===== src/rtl/freq_div.sv =====
// Programmable integer clock divider.
// With the divider enabled and a latched ratio N >= 2, clk_out runs at clk_ref/N
// with a low phase of ceil(N/2) cycles followed by a high phase of floor(N/2)
// cycles. A new ratio is taken only at the high-to-low boundary, so changing
// div_ratio while dividing never produces a runt pulse. With the divider
// disabled, or a latched ratio of 0 or 1, clk_out is clk_ref passed straight
// through.
// The reset input is active-high and synchronous despite its name.
module freq_div #(
   parameter int WIDTH = 3
) (
   input  logic             clk_ref,
   input  logic             rst_n,
   input  logic             clk_en,
   input  logic [WIDTH-1:0] div_ratio,
   output logic             clk_out
);

   localparam logic [WIDTH:0]   EXT_ONE = {{WIDTH{1'b0}}, 1'b1};
   localparam logic [WIDTH-1:0] CNT_ONE = {{(WIDTH-1){1'b0}}, 1'b1};

   // Registered state
   logic [WIDTH-1:0] cnt;
   logic             div_clk;
   logic [WIDTH-1:0] ratio_q;

   // Next-state values
   logic [WIDTH-1:0] cnt_next;
   logic             div_clk_next;
   logic [WIDTH-1:0] ratio_next;

   // Phase lengths are computed one bit wider than the ratio so that
   // ceil(N/2) cannot wrap for the largest ratio.
   logic [WIDTH:0] ratio_ext;
   logic [WIDTH:0] cnt_ext;
   logic [WIDTH:0] low_last;
   logic [WIDTH:0] high_last;
   logic           ratio_small;
   logic           bypass;

   assign ratio_ext   = {1'b0, ratio_q};
   assign cnt_ext     = {1'b0, cnt};
   // Last count of the low phase: ceil(N/2) - 1
   assign low_last    = ((ratio_ext + EXT_ONE) >> 1) - EXT_ONE;
   // Last count of the high phase: floor(N/2) - 1
   assign high_last   = (ratio_ext >> 1) - EXT_ONE;
   // Ratios 0 and 1 have every bit above bit 0 clear
   assign ratio_small = (ratio_q[WIDTH-1:1] == '0);
   assign bypass      = ~clk_en | ratio_small;

   // The mux is combinational on purpose: dropping clk_en hands the output
   // back to clk_ref at once, and the possible glitch at that moment is accepted.
   assign clk_out = bypass ? clk_ref : div_clk;

   // State register; reset has priority over everything else
   always_ff @(posedge clk_ref) begin
      if (rst_n) begin
         cnt     <= '0;
         div_clk <= 1'b0;
         ratio_q <= div_ratio;
      end else begin
         cnt     <= cnt_next;
         div_clk <= div_clk_next;
         ratio_q <= ratio_next;
      end
   end

   // Next-state: clear while bypassed, otherwise walk the low/high phases
   always_comb begin
      cnt_next     = cnt + CNT_ONE;
      div_clk_next = div_clk;
      ratio_next   = ratio_q;
      if (bypass) begin
         // Keep tracking the requested ratio so division can start as soon
         // as it is enabled with a ratio of 2 or more.
         cnt_next     = '0;
         div_clk_next = 1'b0;
         ratio_next   = div_ratio;
      end else if (!div_clk && (cnt_ext == low_last)) begin
         cnt_next     = '0;
         div_clk_next = 1'b1;
      end else if (div_clk && (cnt_ext == high_last)) begin
         // End of period: the only point where a new ratio is adopted
         cnt_next     = '0;
         div_clk_next = 1'b0;
         ratio_next   = div_ratio;
      end
   end

endmodule


===== config.mk =====
export PLATFORM = sky130hd
export DESIGN_NAME = freq_div
export DESIGN_NICKNAME = d
export VERILOG_FILES = /design/src/rtl/freq_div.sv
export SDC_FILE = /design/constraint.sdc
export NUM_CORES = 1
export LEC_CHECK = 0
export CAP_MARGIN = 15
export CORE_UTILIZATION = 25
export CTS_BUF_LIST = sky130_fd_sc_hd__clkbuf_2 sky130_fd_sc_hd__clkbuf_4 sky130_fd_sc_hd__clkbuf_8
export DETAILED_ROUTE_END_ITERATION = 10
export HOLD_SLACK_MARGIN = 0.05
export REMOVE_ABC_BUFFERS = 1
export SLEW_MARGIN = 20
export SYNTH_ARGS = -nofsm -noshare
export SYNTH_HDL_FRONTEND = slang
export SYNTH_SLANG_ARGS = --single-unit

===== constraint.sdc =====
create_clock -name clk_ref -period 2.6 [get_ports clk_ref]
set_input_delay 0.26 -clock clk_ref [delete_from_list [all_inputs] [get_ports clk_ref]]
set_output_delay 0.26 -clock clk_ref [all_outputs]
set_load 0.01 [all_outputs]

* Word-level counts from Yosys, hierarchy flattened
Cells that the tools add are included.
** Operators by class
- $mul :: 0
- $lt $le $gt $ge :: 0
- Shifts and indexed selects :: 0
- Mux-type cells :: 7
- Reduce and logical (&&, ||, !) cells :: 9
- Bitwise gates (word level) :: 2
- Divide/modulo/power cells :: 0
- Add/subtract/negate cells :: 4
- Eq/ne operators :: 3
** Operator list (number)
- $mux 3 :: 4
- $eq 3x4->1 :: 2
- $add 3x1->4 const B :: 1
- $reduce_or 4->1 :: 1
- $sub 3x1->4 const B :: 1
- $add 3x1->3 const B :: 1
- $mux 1 :: 3
- $ne 3x3->1 const B :: 1
- $reduce_bool 3->1 :: 1
- $sub 2x1->3 const B :: 1
- $logic_and 1x1->1 :: 2
- $logic_not 2->1 :: 1
- $reduce_and 2->1 :: 1
- $reduce_bool 2->1 :: 1
- $reduce_or 2->1 :: 1
- $logic_not 1->1 :: 1
- $not 1->1 :: 1
- $or 1x1->1 :: 1
** Word-level totals
- RAM bits :: 0
- Latch bits :: 0
- Input bits :: 6
- Output and inout port bits :: 1
- Memories kept :: 0
- Logic and storage cells :: 28
- Bits in read-only memories :: 0
- Register bits after elaboration :: 7

* Depth between registers and ports, before layout
Gate-level depths: netlist (run 1).
- Word-level depth :: 7
- Mapped depth :: 7

==> results of run 1 <==
-- area by class of cell --
class | count | share of cell area (%)
inverters | 4 | 2.65
flip-flops and latches | 7 | 30.1
repair buffers | 5 | 8.85
multi-input cells | 26 | 43.8
clock buffers | 8 | 11.1
well taps | 16 | 3.54
-- cell families after synthesis --
| family | after synthesis | share of synthesized area, % |
|---|---|---|
| compound gates | 7 | 21.7 |
| buf+inv | 4 | 3.47 |
| flops | 7 | 39.3 |
| simple gates | 8 | 8.96 |
| fa+ha+maj | 5 | 14.5 |
| xor+xnor | 6 | 12.1 |
-- routing by layer --
| metal | wire length (um) | vias to the layer above |
|---|---|---|
| li1 | - | 157 |
| met5 | 0 | - |
| met4 | 16 | 0 |
| met1 | 332 | 142 |
| met2 | 322 | 6 |
| met3 | 17 | 2 |
-- worst paths after layout --
path,from,end,slack [ps],cells past startpoint
setup / recovery,clk_ref,clk_out,230,5
hold / removal,div_ratio[2],ratio_q[2]$_DFFE_PP_,460,1
setup reg to reg,ratio_q[1]$_DFFE_PP_,div_clk$_SDFFE_PP0P_,610,7
hold reg to reg,cnt[0]$_SDFF_PP0_,cnt[0]$_SDFF_PP0_,590,1
-- worst max-delay path, delay by kind of cell --
family                 cells  cell delay, ps
and+or+nand+nor            1              40
AOI/OAI and AO/OA          1              70
buffers and inverters      3             710
-- placed cells by master, fill, tap and decap left out, drive strengths merged --
master	netlist	routed
nor2	1	1
a21oi	1	1
nor3b	1	1
a2bb2o	1	1
nor3	2	2
o21ai	1	1
inv	4	4
clkdlybuf4s50	0	6
a21o	1	1
clkbuf	0	7
o221ai	1	1
nand2b	1	1
ha	5	5
xor2	3	3
nand2	3	3
o41ai	1	1
dfxtp	4	4
a211oi	1	1
edfxtp	3	3
xnor2	3	3
-- registers in the layout (all words and copies together), names as in the netlist --
| name | flops |
|---|---|
| cnt | 3 |
| ratio_q | 3 |
| div_clk | 1 |
-- power by group --
| group | total, W | internal, W | leakage (nW) | switching (W) |
|---|---|---|---|---|
| registers | 0.000130 | 0.000122 | 0.0633 | 0.00000731 |
| clock network | 0.000205 | 0.000140 | 0.0400 | 0.0000642 |
| logic | 0.0000707 | 0.0000348 | 0.125 | 0.0000359 |
-- metrics by stage --
step           std cells  power, W  area [um2]
6_report              66  0.000405         566
3_5_place_dp          59  0.000237         513
5_1_grt               66  0.000440         566
2_1_floorplan         37  0.000201         433
4_1_cts               66  0.000411         566
3_3_place_gp          59  0.000236         513
==> impl_results.md, run 1 <==
* Gr busiest metal: met4
* Sequential area share after synthesis at 39.3%
* Post-DP HPWL at 533 um
* DRT antenna net count at 0
* Crit-path cells: clkbuf_4 > clkbuf_4 > nand2_1 > o21ai_0 > clkdlybuf4s50_1
* Die area at 1900 um2
* Area delta synth->final at 30.6%
* Critical-path top delay cell: clkdlybuf4s50_1
* Power Density at just over 700 nW/um2
* Antenna Cells at 0
* M3 GR Usage at roughly 5.4%
* Layout cells sized above 1 at 20.0%
* Post-synth top area share at 20.8%
* Hold_buf cts at 0
* CP Capture Type: output pin
* Initial Util at 27.8%
* WP data required at roughly 2300 ps
* Via count at 307
* Multi-input logic area at approximately 250 um2
* 1st-pass router iterations at 4
* Core Region at 1560 um2
* Setup ws final at 226 ps
* Yosys warns at 0
* Largest net degree at the start of global routing at 8
* Final wirelength at 688 um
* Port Buf Inserts at 6
* Met1 usage at 11.1%
* Pre-CTS setup slack at 475 ps
* DRC Markers at 0
* Synth cell count leaders: 5 x ha_1, 4 x dfxtp_1, 4 x inv_1
* Max Slew Vio Count at 0
* Clk Latency, worst-skew pair at 360 ps
* FFs w/ async S/R, synth at 0%
* Avg WL per Cell at 10.4 um
* Top FF cell, synth: dfxtp_1
* Final setup viols at 0
* Register area at 170 um2
* Yosys cell types at 18
* Leak at between 0.2 and 0.25 nW
* I/O pins at 7
* Peak VDD IR at 0.000263 V
* Drt via density at roughly 4.7
* Nets at 62
* Max incr delay on CP at 480 ps
* Outcome: completed
* # fillers at around 160
* Iter 0 DRT Violations at 6
* Syn Area/Cell at about 12 um2
* Die Y at ~44 um
* Number of global-route vias before repair at approximately 360
* Synth area leader: edfxtp_1
* Least-Margin Pin Slew at between 500 and 600 ps
* Synth top area cells: edfxtp_1 21%, dfxtp_1 18%, ha_1 14%
* Final Hold Slack at 456 ps
* Clock skew at 1.42 ps
* Initial antenna violation count at 0
* RSZ-0062 raised after global routing: no
* Total gr overflow at 0
* Site Rows at 14
* Most frequent CP cell: clkbuf_4
* Total track usage at a little over a tenth
* Setup Crit Path Kind: clock port to output pin
* Relative slew margins at 62.9%
* Count leader, synth: ha_1
* Hold Fails Final Rpt at 0
* Clock transition at path regs at 50 ps
* Met2 usage at 13.7%
* Max-cap violations at 0
* Post-CTS sizing at 0
* Final design utilization at 36.3%
* Mapped Cells at 37
* Worst-path maximum fanout at 2
* Setup TNS at 0 ps
* Horiz. Die Dim at between 40 and 50 um
* Worst EP arrival at approximately 2100 ps
* Post-synth EDFFs at 3
* Synth Cell Area at 433 um2
* RD Place Congestion at between 0.6 and 0.7
* CP Launch Type: clock port
* CTS tree: done
* First-pass GRT wire length at about 1300 um
* Worst min path class: input port to register
* #FFs+latches synth at 7
* Setup Fix Bufs, Post-CTS at 0
No activity file was read; power rests on OpenSTA's default activity.
==> run 2, diff against run 1 <==
- CELL_PAD_IN_SITES_DETAIL_PLACEMENT: not set -> 1
- CELL_PAD_IN_SITES_GLOBAL_PLACEMENT: not set -> 2
- CORE_MARGIN: not set -> 2
- PLACE_DENSITY_LB_ADDON: not set -> 0.1
- clock period: 2.6 -> 2.7 ns (I/O delays scaled with it)
==> run 2 against run 1 <==
Net effect: die area increased by 9.4%; cell area down 0.22%; largest cell class unchanged; total power shrank 3.4%; via count rose by 4.6%; non-clock buffer count is the same; clock skew up 11 ps; critical path depth unchanged; first-iteration DRC count decreased by 17%; critical path type unchanged; combinational power about the same; sequential power shrank 4%.
==> impl_results.md, run 2 (synthesis gave the netlist of run 1 again) <==
* Max-cap violations at 0 (unchanged)
* RSZ-0062 raised after global routing: no
* Total track usage at 12.8% (+2.0 points)
* Layout cells sized above 1 at 20.0% (unchanged)
* DRT antenna net count at 0 (unchanged)
* Clock skew at 12.1 ps (+10.7 ps)
* Area delta synth->final at 30.3%
* RD Place Congestion at 0.701 (+1.6%)
* Initial Util at 25.9% (-1.9 points)
* Setup Crit Path Kind: clock port to output pin
* DRC Markers at 0 (unchanged)
* Hold Crit Start: div_ratio[1]
* Final setup viols at 0 (unchanged)
* CP Launch Type: clock port
* Horiz. Die Dim at 45.6 um (+4.6%)
* Port Buf Inserts at 6 (unchanged)
* Core Region at 1670 um2 (+7.1%)
* Initial antenna violation count at 0 (unchanged)
* Site Rows at 15 (+1)
* Leak at 0.228 nW (-0.30%)
* Final wirelength at 877 um (+27%)
* I/O pins at 7 (unchanged)
* Peak VDD IR at 0.000286 V (+8.9%)
* Hold_buf cts at 0 (unchanged)
* CTS tree: done
* Clk Latency, worst-skew pair at 370 ps (about the same)
* WP data required at 2430 ps (+90 ps)
* Total gr overflow at 0 (unchanged)
* Largest regs: cnt x3, ratio_q x3, div_clk x1
* Avg WL per Cell at 13.1 um (+26%)
* Post-CTS sizing at 0 (unchanged)
* First-pass GRT wire length at 1570 um (+18%)
* Final instance area at 564 um2 (-0.22%)
* Hold Fails Final Rpt at 0 (unchanged)
* Clock transition at path regs at 50 ps (about the same)
* Commonest non-fill, non-tap cells in the layout: 6 x clkbuf_4, 6 x clkdlybuf4s50_1, 5 x ha_1
* Placed Cells at 60 (+1.7%)
* Worst EP arrival at 2200 ps (+90 ps)
* Largest net degree at the start of global routing at 8 (unchanged)
* Outcome: completed
* CP Capture Type: output pin
* Die area at 2080 um2 (+9.4%)
* Worst min path class: input port to register
* Setup TNS at 0 ps (unchanged)
* Overall power at 0.000391 W (-3.4%)
* Least-Margin Pin Slew at 540 ps (-14.2 ps)
* Antenna Cells at 0 (unchanged)
* Via count at 321 (+4.6%)
* Number of global-route vias before repair at 365 (+1.1%)
* Drt via density at 4.79 (+3.0%)
* Die Y at 45.6 um (+4.6%)
* Worst-path maximum fanout at 2 (unchanged)
* 1st-pass router iterations at 3 (-1)
* Max Slew Vio Count at 0 (unchanged)
* Fin cells at 67 (+1.5%)
* Post-DP HPWL at 696 um (+31%)
* R2r startpoint: ratio_q[1]$_DFFE_PP_
* Post-placement cell area at 514 um2 (+0.24%)
* CP startpoint: clk_ref
* Iter 0 DRT Violations at 5 (-1)
* Nets at 62 (unchanged)
* Setup Fix Bufs, Post-CTS at 0 (unchanged)
* Relative slew margins at 63.9% (+0.95 points)
* Final design utilization at 33.8% (-2.5 points)
* Power Density at 693 nW/um2 (-3.2%)
-- run 2: changes by cell type in the layout (fill, tap and decap cells not counted) --
| cell | before | now |
|---|---|---|
| clkbuf_4 | 7 | 6 |
| clkinv_2 | 0 | 1 |
-- run 2: layer usage --
layer | up-vias | wire length [um] | global-route usage (%)
li1 | 160 | - | -
met5 | - | 0 | 0
met4 | 0 | 34 | 17.6
met2 | 10 | 404 | 13.8
met1 | 146 | 401 | 13.0
met3 | 5 | 37 | 9.52
-- run 2: cell type report --
type                       count  area [um2]
tap                           17        21.3
multi-input combinational     26         248
inverter                       4        15.0
timing repair buffer           5        50.0
fill                         190        1110
sequential                     7         170
clock inverter                 1        5.00
clock buffer                   7        55.1
-- run 2: where the power goes --
part           internal (W)  leakage, nW  switching (W)
registers          0.000118       0.0633     0.00000763
logic             0.0000338        0.125      0.0000366
clock network      0.000123       0.0393      0.0000722
-- run 2: critical path, stage by stage --
cell             delay [ps]
clkbuf_4                110
clkbuf_4                120
nand2_1                  40
o21ai_0                  80
clkdlybuf4s50_1         500
-- run 2: stage by stage --
stage,setup WS [ps],hold WS (ps)
6_report,230,464
2_1_floorplan,852,369
5_1_grt,141,445
3_3_place_gp,515,604
4_1_cts,185,456
3_5_place_dp,515,609
-- run 2: worst paths after layout --
check | endpoint | slack (ps) | depth (start not counted)
setup / recovery | clk_out | 230 | 5
setup reg to reg | cnt[1]$_SDFF_PP0_ | 660 | 7
hold / removal | ratio_q[1]$_DFFE_PP_ | 460 | 1
hold reg to reg | cnt[0]$_SDFF_PP0_ | 620 | 1
==> run 3, diff against run 2 <==
- RECOVER_POWER: not set -> 25
- SKIP_LAST_GASP: not set -> 1
- clock period: 2.7 -> 2.1 ns (I/O delays scaled with it)
==> run 3 against run 2 <==
Net effect: setup slack worse by 75 ps; clock skew decreased by 5.6 ps; sequential cell count did not move; non-clock buffer count increased by 2; cell area grew 5.5%; core utilization rose by 1.9 points.
==> impl_results.md, run 3 (synthesis gave the netlist of run 1 again) <==
* Outcome: completed
* Drt via density at 4.43 (-7.4%)
* Site Rows at 15 (unchanged)
* Post-route clock period utilization at 92.6%
* Final wirelength at 876 um (-0.11%)
* Port Buf Inserts at 6 (unchanged)
* Crit path time final at roughly 1900 ps
* Crit-path cells: ha_1 > inv_1 > ha_1 > xnor2_2 > xor2_1 > a211oi_4 > a2bb2o_4
* Max Slew Vio Count at 0 (unchanged)
* Pre-CTS setup slack at 102 ps (-413 ps)
* Setup Crit Path Kind: register to register
* Most frequent CP cell: ha_1
* Largest net degree at the start of global routing at 8 (unchanged)
* Commonest non-fill, non-tap cells in the layout: 7 x clkbuf_4, 5 x ha_1, 4 x inv_1, 4 x dfxtp_1
* CP Capture Type: register
* Setup TNS at 0 ps (unchanged)
* Via count at 306 (-4.7%)
* Initial Util at 25.9% (unchanged)
* Clock transition at path regs at 60 ps (about the same)
* Worst min path class: input port to register
* Iter 0 DRT Violations at 3 (-2)
* Worst-path maximum fanout at 4 (+2)
* Relative slew margins at 63.3% (-0.55 points)
* RD Place Congestion at 0.711 (+1.4%)
* 1st-pass router iterations at 2 (-1)
* I/O pins at 7 (unchanged)
* CTS tree: done
* DRC Markers at 0 (unchanged)
* Area delta synth->final at 37.6%
* Post-DP HPWL at 670 um (-3.7%)
* First-pass GRT wire length at 1650 um (+5.3%)
* Most common cell after layout, fill and taps aside: clkbuf_4
* Number of global-route vias before repair at 386 (+5.8%)
* Final design utilization at 35.7% (+1.9 points)
* Antenna Cells at 0 (unchanged)
* Clock skew at 6.58 ps (-5.55 ps)
* Largest regs: cnt x3, ratio_q x3, div_clk x1
* Core Region at 1670 um2 (unchanged)
* # fillers at 187 (-1.6%)
* Initial antenna violation count at 0 (unchanged)
* Critical-path top delay cell: edfxtp_1
* Fmax at 514 MHz
* Max-cap violations at 0 (unchanged)
* Overall power at 0.000509 W (+30%)
* Final Hold Slack at 484 ps (+19.8 ps)
* Power Density at 855 nW/um2 (+23%)
* RSZ-0062 raised after global routing: no
* Horiz. Die Dim at 45.6 um (unchanged)
* Nets at 64 (+3.2%)
* Total gr overflow at 0 (unchanged)
* Die Y at 45.6 um (unchanged)
* Clk Latency, worst-skew pair at 350 ps (-20 ps)
* Total track usage at 12.7% (-0.081 points)
* CP Launch Type: register
* Setup ws final at 155 ps (-75.0 ps)
* Least-Margin Pin Slew at 548 ps (+8.24 ps)
* Register area at 170 um2 (unchanged)
* Hold_buf cts at 0 (unchanged)
* Layout cells sized above 1 at 26.9% (+6.9 points)
* Hold Fails Final Rpt at 0 (unchanged)
* DRT antenna net count at 0 (unchanged)
* Peak VDD IR at 0.000297 V (+3.6%)
* Max incr delay on CP at 420 ps (-80 ps)
* Final setup viols at 0 (unchanged)
* Multi-input logic area at 263 um2 (+6.1%)
* Worst EP arrival at 2190 ps (about the same)
* WP data required at 2340 ps (-90 ps)
* Leak at 0.249 nW (+9.5%)
* Die area at 2080 um2 (unchanged)
* Avg WL per Cell at 12.7 um (-3.0%)
[run 3: changes by cell type in the layout (fill, tap and decap cells not counted)]
cell,change
dlygate4sd3_1,+3
clkdlybuf4s50_1,-4
buf_4,+2
dlygate4sd2_1,+1
xnor2_2,+2
xnor2_1,-2
clkbuf_4,+1
clkinv_2,-1
[run 3: path summary, 6_finish.rpt]
path	start	cells past startpoint	end	slack, ps
worst min-delay path	div_ratio[1]	1	ratio_q[1]$_DFFE_PP_	480
worst max register to register	ratio_q[1]$_DFFE_PP_	7	div_clk$_SDFFE_PP0P_	160
worst max-delay path	ratio_q[1]$_DFFE_PP_	7	div_clk$_SDFFE_PP0P_	160
worst min register to register	cnt[0]$_SDFF_PP0_	1	cnt[0]$_SDFF_PP0_	600
[run 3: metal layers]
| layer | wire length, um | up-vias | global-route usage [%] |
|---|---|---|---|
| met2 | 451 | 6 | 17.5 |
| met5 | 0 | - | 0 |
| met4 | 0 | 0 | 12.4 |
| met3 | 31 | 0 | 8.33 |
| li1 | - | 161 | - |
| met1 | 394 | 139 | 12.5 |
[run 3: cell type report]
cell class | instances | share of cell area [%]
inverter | 4 | 2.52
timing repair buffer | 7 | 10.9
multi-input combinational | 26 | 44.1
sequential | 7 | 28.6
clock buffer | 8 | 10.3
tap | 17 | 3.57
[run 3: critical path, delay by kind of cell, from the launching register on]
family / cells / cell delay [ps]
adders and majority gates: 2 / 570
AOI/OAI and AO/OA: 2 / 310
DFF: 1 / 420
buffers and inverters: 1 / 50
xor gates and xnor gates: 2 / 470
[run 3: stage by stage]
step	area (um2)	std cells
5_1_grt	596	69
6_report	596	69
3_5_place_dp	522	61
3_3_place_gp	522	61
4_1_cts	581	69
2_1_floorplan	433	37
[run 3: power breakdown]
| group | internal (W) | switching (W) | leakage [nW] |
|---|---|---|---|
| Clock | 0.000165 | 0.0000845 | 0.0426 |
| Sequential | 0.000151 | 0.00000857 | 0.0633 |
| Combinational | 0.0000499 | 0.0000500 | 0.143 |
[run 3: timing repair]
item,in CTS,in global routing
pin swaps,0,1
setup endpoints to repair,3,4
setup buffers,1,0
resized for setup,1,2
